===== src/rtl/ifetch_burst_unit.sv =====
// Instruction-fetch front end: issues line-sized AXI4 INCR read bursts from
// the fetch PC, unpacks each beat into 32-bit words and queues them in an
// instruction FIFO that feeds decode. Handles PC redirect (with in-flight
// burst drain) and halts after a read-response error until redirected.
module ifetch_burst_unit #(
  parameter int ADDR_WIDTH  = 64,
  parameter int DATA_WIDTH  = 64,
  parameter int ID_WIDTH    = 13,
  parameter int AXI_ID      = 0,
  parameter int BURST_BEATS = 8,
  parameter int FIFO_DEPTH  = 16
) (
  input  logic                  clk,
  input  logic                  reset,
  input  logic [ADDR_WIDTH-1:0] entry,
  input  logic                  redirect_valid,
  input  logic [ADDR_WIDTH-1:0] redirect_pc,
  output logic [ID_WIDTH-1:0]   m_axi_arid,
  output logic [ADDR_WIDTH-1:0] m_axi_araddr,
  output logic [7:0]            m_axi_arlen,
  output logic [2:0]            m_axi_arsize,
  output logic [1:0]            m_axi_arburst,
  output logic                  m_axi_arvalid,
  input  logic                  m_axi_arready,
  input  logic [ID_WIDTH-1:0]   m_axi_rid,
  input  logic [DATA_WIDTH-1:0] m_axi_rdata,
  input  logic [1:0]            m_axi_rresp,
  input  logic                  m_axi_rlast,
  input  logic                  m_axi_rvalid,
  output logic                  m_axi_rready,
  output logic                  inst_valid,
  input  logic                  inst_ready,
  output logic [31:0]           inst_data,
  output logic [ADDR_WIDTH-1:0] inst_pc,
  output logic                  inst_err
);

  localparam int IPB        = DATA_WIDTH / 32;
  localparam int IPL        = IPB * BURST_BEATS;
  localparam int LINE_BYTES = IPL * 4;
  localparam int OFF_W      = $clog2(LINE_BYTES);
  localparam int BEAT_W     = (BURST_BEATS > 1) ? $clog2(BURST_BEATS) : 1;
  localparam int PTR_W      = (FIFO_DEPTH > 1) ? $clog2(FIFO_DEPTH) : 1;
  localparam int CNT_W      = $clog2(FIFO_DEPTH + 1);
  localparam logic [ADDR_WIDTH-1:0] LINE_MASK = ~ADDR_WIDTH'(LINE_BYTES - 1);
  localparam logic [ADDR_WIDTH-1:0] PC_MASK   = ~ADDR_WIDTH'(3);

  typedef enum logic [2:0] {IDLE, REQ, RECV, DRAIN, HALT} state_t;

  state_t                state, state_next;
  logic [ADDR_WIDTH-1:0] fetch_pc;
  logic [ADDR_WIDTH-1:0] req_addr;
  logic [BEAT_W-1:0]     beat_idx;
  logic                  redir_pend;
  logic                  halt_pend;

  logic [CNT_W-1:0]      count;
  logic [PTR_W-1:0]      wr_ptr, rd_ptr;
  logic [31:0]           mem_data [FIFO_DEPTH];
  logic [ADDR_WIDTH-1:0] mem_pc   [FIFO_DEPTH];
  logic                  mem_err  [FIFO_DEPTH];

  logic                  beat_err, rx_take, pop, can_issue;
  logic [OFF_W-1:0]      start_off;
  logic [IPB-1:0]        push_en;
  logic [PTR_W-1:0]      slot     [IPB];
  logic [OFF_W-1:0]      word_off [IPB];
  logic [CNT_W-1:0]      push_n;
  logic                  unused_rid;

  assign unused_rid    = ^m_axi_rid;

  assign m_axi_arid    = ID_WIDTH'(AXI_ID);
  assign m_axi_araddr  = req_addr;
  assign m_axi_arlen   = 8'(BURST_BEATS - 1);
  assign m_axi_arsize  = 3'($clog2(DATA_WIDTH / 8));
  assign m_axi_arburst = 2'b01;

  assign beat_err  = (m_axi_rresp != 2'b00);
  // A beat is kept only in RECV and only when no redirect arrives with it.
  assign rx_take   = (state == RECV) && m_axi_rvalid && !redirect_valid;
  assign start_off = fetch_pc[OFF_W-1:0];
  assign can_issue = (CNT_W'(FIFO_DEPTH) - count) >= CNT_W'(IPL);
  assign pop       = inst_valid && inst_ready;

  assign inst_valid = (count != '0);
  assign inst_data  = mem_data[rd_ptr];
  assign inst_pc    = mem_pc[rd_ptr];
  assign inst_err   = mem_err[rd_ptr];

  // Per-word keep mask and packed FIFO slot; dropped words only form a prefix.
  always_comb begin
    push_n = '0;
    for (int k = 0; k < IPB; k++) begin
      word_off[k] = OFF_W'((int'(beat_idx) * IPB + k) * 4);
      slot[k]     = PTR_W'(push_n);
      push_en[k]  = rx_take && (word_off[k] >= start_off);
      push_n      = push_n + CNT_W'(push_en[k]);
    end
  end

  // State register.
  always_ff @(posedge clk) begin
    if (reset) state <= IDLE;
    else       state <= state_next;
  end

  // Next-state and AXI handshake outputs.
  always_comb begin
    state_next    = state;
    m_axi_arvalid = 1'b0;
    m_axi_rready  = 1'b0;
    case (state)
      IDLE: begin
        if (!redirect_valid && can_issue) state_next = REQ;
      end
      REQ: begin
        m_axi_arvalid = 1'b1;
        if (m_axi_arready) state_next = (redirect_valid || redir_pend) ? DRAIN : RECV;
      end
      RECV: begin
        m_axi_rready = 1'b1;
        if (redirect_valid) begin
          state_next = (m_axi_rvalid && m_axi_rlast) ? IDLE : DRAIN;
        end else if (m_axi_rvalid) begin
          if (beat_err)         state_next = m_axi_rlast ? HALT : DRAIN;
          else if (m_axi_rlast) state_next = IDLE;
        end
      end
      DRAIN: begin
        m_axi_rready = 1'b1;
        if (m_axi_rvalid && m_axi_rlast)
          state_next = (halt_pend && !redirect_valid) ? HALT : IDLE;
      end
      HALT: begin
        if (redirect_valid) state_next = IDLE;
      end
      default: state_next = IDLE;
    endcase
  end

  // Fetch PC, pending redirect/halt flags and beat counter.
  always_ff @(posedge clk) begin
    if (reset) begin
      fetch_pc   <= entry & PC_MASK;
      redir_pend <= 1'b0;
      halt_pend  <= 1'b0;
      beat_idx   <= '0;
    end else begin
      if (redirect_valid)
        fetch_pc <= redirect_pc & PC_MASK;
      else if (rx_take && m_axi_rlast && !beat_err)
        fetch_pc <= req_addr + ADDR_WIDTH'(LINE_BYTES);

      if (state == REQ && m_axi_arready)       redir_pend <= 1'b0;
      else if (state == REQ && redirect_valid) redir_pend <= 1'b1;

      if (redirect_valid)                                halt_pend <= 1'b0;
      else if (rx_take && beat_err && !m_axi_rlast)      halt_pend <= 1'b1;
      else if (state == DRAIN && m_axi_rvalid && m_axi_rlast) halt_pend <= 1'b0;

      if (state == REQ && m_axi_arready) beat_idx <= '0;
      else if (rx_take)                  beat_idx <= beat_idx + BEAT_W'(1);
    end
  end

  // Line address captured at request time so AR stays stable across redirects.
  always_ff @(posedge clk) begin
    if (state == IDLE && state_next == REQ) req_addr <= fetch_pc & LINE_MASK;
  end

  // FIFO storage: up to IPB words written per accepted beat.
  always_ff @(posedge clk) begin
    for (int k = 0; k < IPB; k++) begin
      if (push_en[k]) begin
        mem_data[wr_ptr + slot[k]] <= m_axi_rdata[32*k +: 32];
        mem_pc[wr_ptr + slot[k]]   <= req_addr | ADDR_WIDTH'(word_off[k]);
        mem_err[wr_ptr + slot[k]]  <= beat_err;
      end
    end
  end

  // FIFO occupancy and pointers; a redirect flushes and wins over a pop.
  always_ff @(posedge clk) begin
    if (reset) begin
      count  <= '0;
      wr_ptr <= '0;
      rd_ptr <= '0;
    end else if (redirect_valid) begin
      count  <= '0;
      rd_ptr <= wr_ptr;
    end else begin
      count  <= count + push_n - CNT_W'(pop);
      wr_ptr <= wr_ptr + PTR_W'(push_n);
      if (pop) rd_ptr <= rd_ptr + PTR_W'(1);
    end
  end

endmodule

===== config.mk =====
export PLATFORM = sky130hd
export DESIGN_NAME = ifetch_burst_unit
export DESIGN_NICKNAME = d
export VERILOG_FILES = /design/src/rtl/ifetch_burst_unit.sv
export SDC_FILE = /design/constraint.sdc
export NUM_CORES = 2
export LEC_CHECK = 0
export ABC_AREA = 1
export CAP_MARGIN = 20
export CORE_MARGIN = 2
export CORE_UTILIZATION = 50
export CTS_CLUSTER_DIAMETER = 100
export DETAILED_ROUTE_END_ITERATION = 10
export PLACE_DENSITY = 0.68
export SLEW_MARGIN = 10
export SYNTH_ARGS = -nofsm -noshare
export SYNTH_HDL_FRONTEND = slang
export SYNTH_SLANG_ARGS = --single-unit

===== constraint.sdc =====
create_clock -name clk -period 9.24 [get_ports clk]
set_input_delay 1.848 -clock clk [delete_from_list [all_inputs] [get_ports clk]]
set_output_delay 1.848 -clock clk [all_outputs]
set_load 0.05 [all_outputs]

# --- After elaboration in Yosys (flattened, before gate mapping) ---
# Memory sizes are Yosys's and may differ from the RTL's. A register that Yosys moved wholly into a read port is not among the register bits.
# Cells that the tools add are included.
word_totals:
  ff_bits: 143
  ramBits: 1552
  input_bits: 214
  output_inout_bits: 190
  wordCells: 95
  n_memories: 3
classes:
  addsub: 10
  n_lt_le_gt_ge: 3
  eq_ne: 5
  mux: 32
  bitwise: 2
  reduce_logical: 30
mem_list:
  columns: ["name", "depth", "width", "read_ports", "rd_clocked_by_memory_dff", "wr", "line", "source"]
  rows:
  - ["mem_pc", 16, 64, 1, 1, 2, "60", "logic [ADDR_WIDTH-1:0] mem_pc [FIFO_DEPTH];"]
  - ["mem_data", 16, 32, 1, 1, 2, "59", "logic [31:0] mem_data [FIFO_DEPTH];"]
  - ["mem_err", 16, 1, 1, 1, 2, "61", "logic mem_err [FIFO_DEPTH];"]
op_table:
  columns: ["cell", "n"]
  rows:
  - ["two-way mux 64 bit", 3]
  - ["bitwise OR 64 x 6 -> 64 bit", 2]
  - ["adder 64 x 7 -> 64 bit (second input constant)", 1]
  - ["two-way mux 4 bit", 8]
  - ["two-way mux 3 bit", 10]
  - ["logical AND 1 bit", 17]
  - ["case mux 3 bit (5 select lines)", 1]
  - ["greater-or-equal comparator 6 bit", 2]
  - ["two-way mux 1 bit", 9]
  - ["adder 4 x 1 -> 4 bit (second input constant)", 2]
  - ["equality test 3 x 1 -> 1 bit (second input constant)", 2]
  - ["equality test 3 x 2 -> 1 bit (second input constant)", 2]
  - ["nonzero test 2 bit", 3]
  - ["OR reduction 2 bit", 3]
  - ["adder 5 x 2 -> 5 bit", 1]
  - ["greater-or-equal comparator 5 bit (second input constant)", 1]
  - ["nonzero test 5 bit", 1]
  - ["subtractor 5 x 1 -> 5 bit", 1]
  - ["subtractor 5 bit (first input constant)", 1]
  - ["adder 4 x 1 -> 4 bit", 1]
  - ["adder 4 x 2 -> 4 bit", 1]
  - ["adder 3 x 1 -> 3 bit (second input constant)", 1]
  - ["equality test 3 bit (second input constant)", 1]
  - ["zero test 1 bit", 3]
  - ["5 further kinds", 5]

# --- Depth between registers and ports, before layout ---
logic_depth:
  word_depth: 8
  ltp_mapped: 19

# --- Worst setup path before layout ---
# Ideal clock, no wire load.
synth_timing:
  path_type: "input port to flip-flop"
  from: "in redirect_valid"
  to: "reg req_addr[10] (netlist: m_axi_araddr[10]), enable pin"
  setup_ns: 0.620
  t_arrival_ns: 7.710
  required_ns: 8.620
  path_slack_ns: 0.909
  path_stages: 2
  path_buffers: 1
  path_cell_list: "clkbuf_1 -> nor4_1"
synth_via:
  elab_chain_cells: 7
  word_cells_on_any_way: 14
  classes_between: "eq/ne (1); mux (8); reduce/logical (5)"
synth_rtl:
  columns: ["item", "line", "source"]
  rows:
  - ["start: declaration", "16", "input logic redirect_valid,"]
  - ["zero test 1 bit", "115, 133", null]
  - ["logical AND 1 bit", "133", "state_next = (halt_pend && !redirect_valid) ? HALT : IDLE;"]
  - ["two-way mux 3 bit", "133", null]
  - ["two-way mux 3 bit", "132", "if (m_axi_rvalid && m_axi_rlast)"]
  - ["case mux 3 bit (5 select lines) (*)", "113", "case (state)"]
  - ["equality test 3 x 1 -> 1 bit (*)", "169", "if (state == IDLE && state_next == REQ) req_addr <= fetch_pc & LINE_MASK;"]
  - ["logical AND 1 bit (*)", "169", null]
  - ["end signal: assignment", "169", null]
  - ["end: declaration", "52", "logic [ADDR_WIDTH-1:0] req_addr;"]
# Every way passes the cells marked *; elsewhere a longest branch is shown, timed or not.
# A chain may end at the register's enable or synchronous reset.

==> results by group <==
Yosys
  – Synth Instances: 8260
  – #FFs+latches synth: around 1700
  – Syn Area/Cell: 10.0 um2
  – Synth top area share: 59.0%
  – EDFF count, synth: 1624
  – Synth area leaders: edfxtp_1 (59%), a21oi_1 (6.8%), nand2_1 (6.7%)
  – Synth Flop Type: edfxtp_1
  – Mapped Area: between 0.08 and 0.09 mm2
  – Synth unique cells: 43
  – Yosys warnings: 0
  – Sequential area share after synthesis: 60.0%
  – Post-synth top area cell: edfxtp_1
  – Share of synthesized registers carrying an async set or reset: 0%

Routing
  – Vias: roughly 67000
  – Drt via density: 6.50
  – Total Wirelength: 287000 um
  – Initial drt markers: 10261
  – Initial DRT Pass Iterations: 7
  – Drt drc: 0
  – WL per Instance: roughly 28 um
  – Remaining antenna violation count: 0

Floorplan
  – Die span in y: 411 um
  – DIE AREA: 0.169 mm2
  – Num ports: slightly above 400
  – Site Rows: 149
  – Initial core utilization: 50.2%
  – Core Region: 0.165 mm2
  – Die X: 411 um

Placement
  – Port-buffer cells: 352
  – Post-detail-place hpwl: 150000 um
  – Post-Place Cells: 10039
  – GP Congestion: 0.930

Clock network
  – CTS Buffer Depth: 3
  – Root Buffer: clkbuf_16
  – TritonCTS clock tree: done
  – CTS buffer count: 170
  – Post-CTS setup buffer count: 0
  – Clock Latency Late Sink: 0.82 ns
  – Clk sink count: 1665
  – Worst-path clk slew: 0.06 ns
  – Hold Buf Count CTS: 0
  – Post-cts resize count: 0
  – H-tree Lvls: 4

Pwr
  – P_sw: 6090 uW
  – Clock power frac: 35.0%
  – Seq pwr share: between 40% and 50%
  – Maximum VDD drop: between 0.15 and 0.2 mV
  – Internal: 13200 uW
  – Sw Ratio: 31.6%
  – Leak: 0.0329 uW
  – Comb pwr share: 20.0%
  – Power per cell area: 210 mW/mm2

Timing
  – Fmax: 143 MHz
  – Total negative setup slack: 0 ns
  – Slew Limit Fails: 0
  – Final Critical Period: 6.97 ns
  – RSZ-0062 raised after global routing: no
  – Hold Vio Cnt, Final: 0
  – Final setup viols: 0
  – Period utilization: 75.4%
  – Relative slew slack: 14.9%
  – Worst-Margin Slew: 1.27 ns
  – Clock Skew: 0.0190 ns

Min path
  – Min-Delay Path Class: flop to flop

GRT
  – Total congestion overflow: 0
  – Vias in the first global route: ~64000
  – Initial antenna violation count: 10
  – All-Layer GR Usage: 33.1%
  – First-pass GRT wire length: 417000 um
  – Pin count of the biggest net entering global routing: around 230

Flow run
  – Max-cap violation count: 0

Cells and area
  – Commonest cells after routing, fill and taps aside: edfxtp_1 (1624), nand2_1 (1450), a21oi_1 (1130), nand3_1 (740), o21ai_0 (604)
  – Share of cells above drive strength 1: under 10%
  – Fillers: 13722
  – Layout overhead on the synthesized area: 11.1%
  – Post-route insts no fill: 10361
  – Leading cell type in the layout, fill and taps excluded: edfxtp_1
  – Layout Nets: 8258
  – Utilization after layout: 55.8%

Setup path
  – Worst-path cell chain: buf_12 -> buf_4 -> o21ai_0 -> o221ai_1 -> o211ai_1 -> nand2_1 -> clkdlybuf4s50_1
  – Worst EP required: between 7 and 8 ns
  – Crit end category: output port
  – Critical path's largest stage delay: 0.91 ns
  – Slowest stage cell, crit path: buf_4
  – Worst setup SP type: flop
  – Crit-path leading delay family: buffers and inverters
  – Critical path type: flop to output port
  – Buffers and inverters on the worst path: 3
  – Max FO, Critical Path: 132
  – Critical Path AT: 5.12 ns

Run status
  – Status: finished clean
## sequential cells by signal (all words and copies together), names as in the netlist, 3 cells and up, named ones only
name          cells
wr_ptr            4
beat_idx          3
mem_data        512
state             3
fetch_pc         62
count             5
mem_err          16
mem_pc          992
m_axi_araddr     58
rd_ptr            4
## metal layers
metal / vias to the layer above / share of wire [%] / global-route usage [%]
met4: 0 / 4.3 / 14.1
met5: - / 0 / 0
met2: 5216 / 45 / 50.8
met3: 780 / 14 / 7.64
met1: 32563 / 37 / 45.2
li1: 28816 / - / -
## cell families after synthesis
logic type / synth area share [%]
adders and majority gates: 0.321
xor gates and xnor gates: 0.349
AOI/OAI and AO/OA: 15.7
other: 0.00908
and+or+nand+nor: 13.8
buffers and inverters: 6.96
DFF: 60.0
muxes: 2.90
## metrics by stage
step                power, uW  hold WS [ns]  instance area [um2]  setup slack [ns]
floorplan               11300         0.400                82800             0.909
global placement        12600         0.401                86500              2.17
detailed placement      12600         0.405                86500              2.16
CTS                     19200         0.417                91800              2.27
global route            19800         0.418                91900              2.08
finish                  19300         0.415                91900              2.27
## synth_stat cells (all sizes together) (2+ instances only)
cell type,n
nor2,398
a31oi,2
clkbuf,566
o221ai,98
o21bai,8
a21oi,1234
clkinv,52
nor3,34
buf,348
nand3b,3
fa,2
o21ai,604
dfxtp,41
conb,2
nand4,15
mux2i,240
edfxtp,1624
nand2,1478
o211ai,292
xor2,33
nand3,761
ha,18
inv,357
o22ai,43
## final timing paths
kind	cells after the start	to	start	slack, ns
setup reg to reg	8	mem_data[7][5]	beat_idx[0]	3.67
hold reg to reg	0	m_axi_araddr[54]	fetch_pc[54]	0.41
hold / removal	0	m_axi_araddr[54]	fetch_pc[54]	0.41
setup / recovery	7	inst_data[28]	flop	2.27
## final cells by class
type,instances,area (um2),area share [%]
Multi-Input combinational cell,5304,27800,30.3
Sequential cell,1665,49600,54.0
Tap cell,2189,2740,2.98
Clock inverter,87,722,0.786
Inverter,409,1560,1.69
Clock buffer,222,4630,5.03
Antenna cell,11,27.5,0.0300
Timing Repair Buffer,474,4790,5.21
## power by group through the flow
stage          Clock [uW]  Combinational [uW]  Sequential (uW)
2_1_floorplan           0                2170             9100
3_3_place_gp            0                3730             8820
3_5_place_dp            0                3770             8820
4_1_cts              6750                3790             8670
5_1_grt              7020                4080             8690
6_report             6750                3860             8670
(Power assumes the default switching activity.)
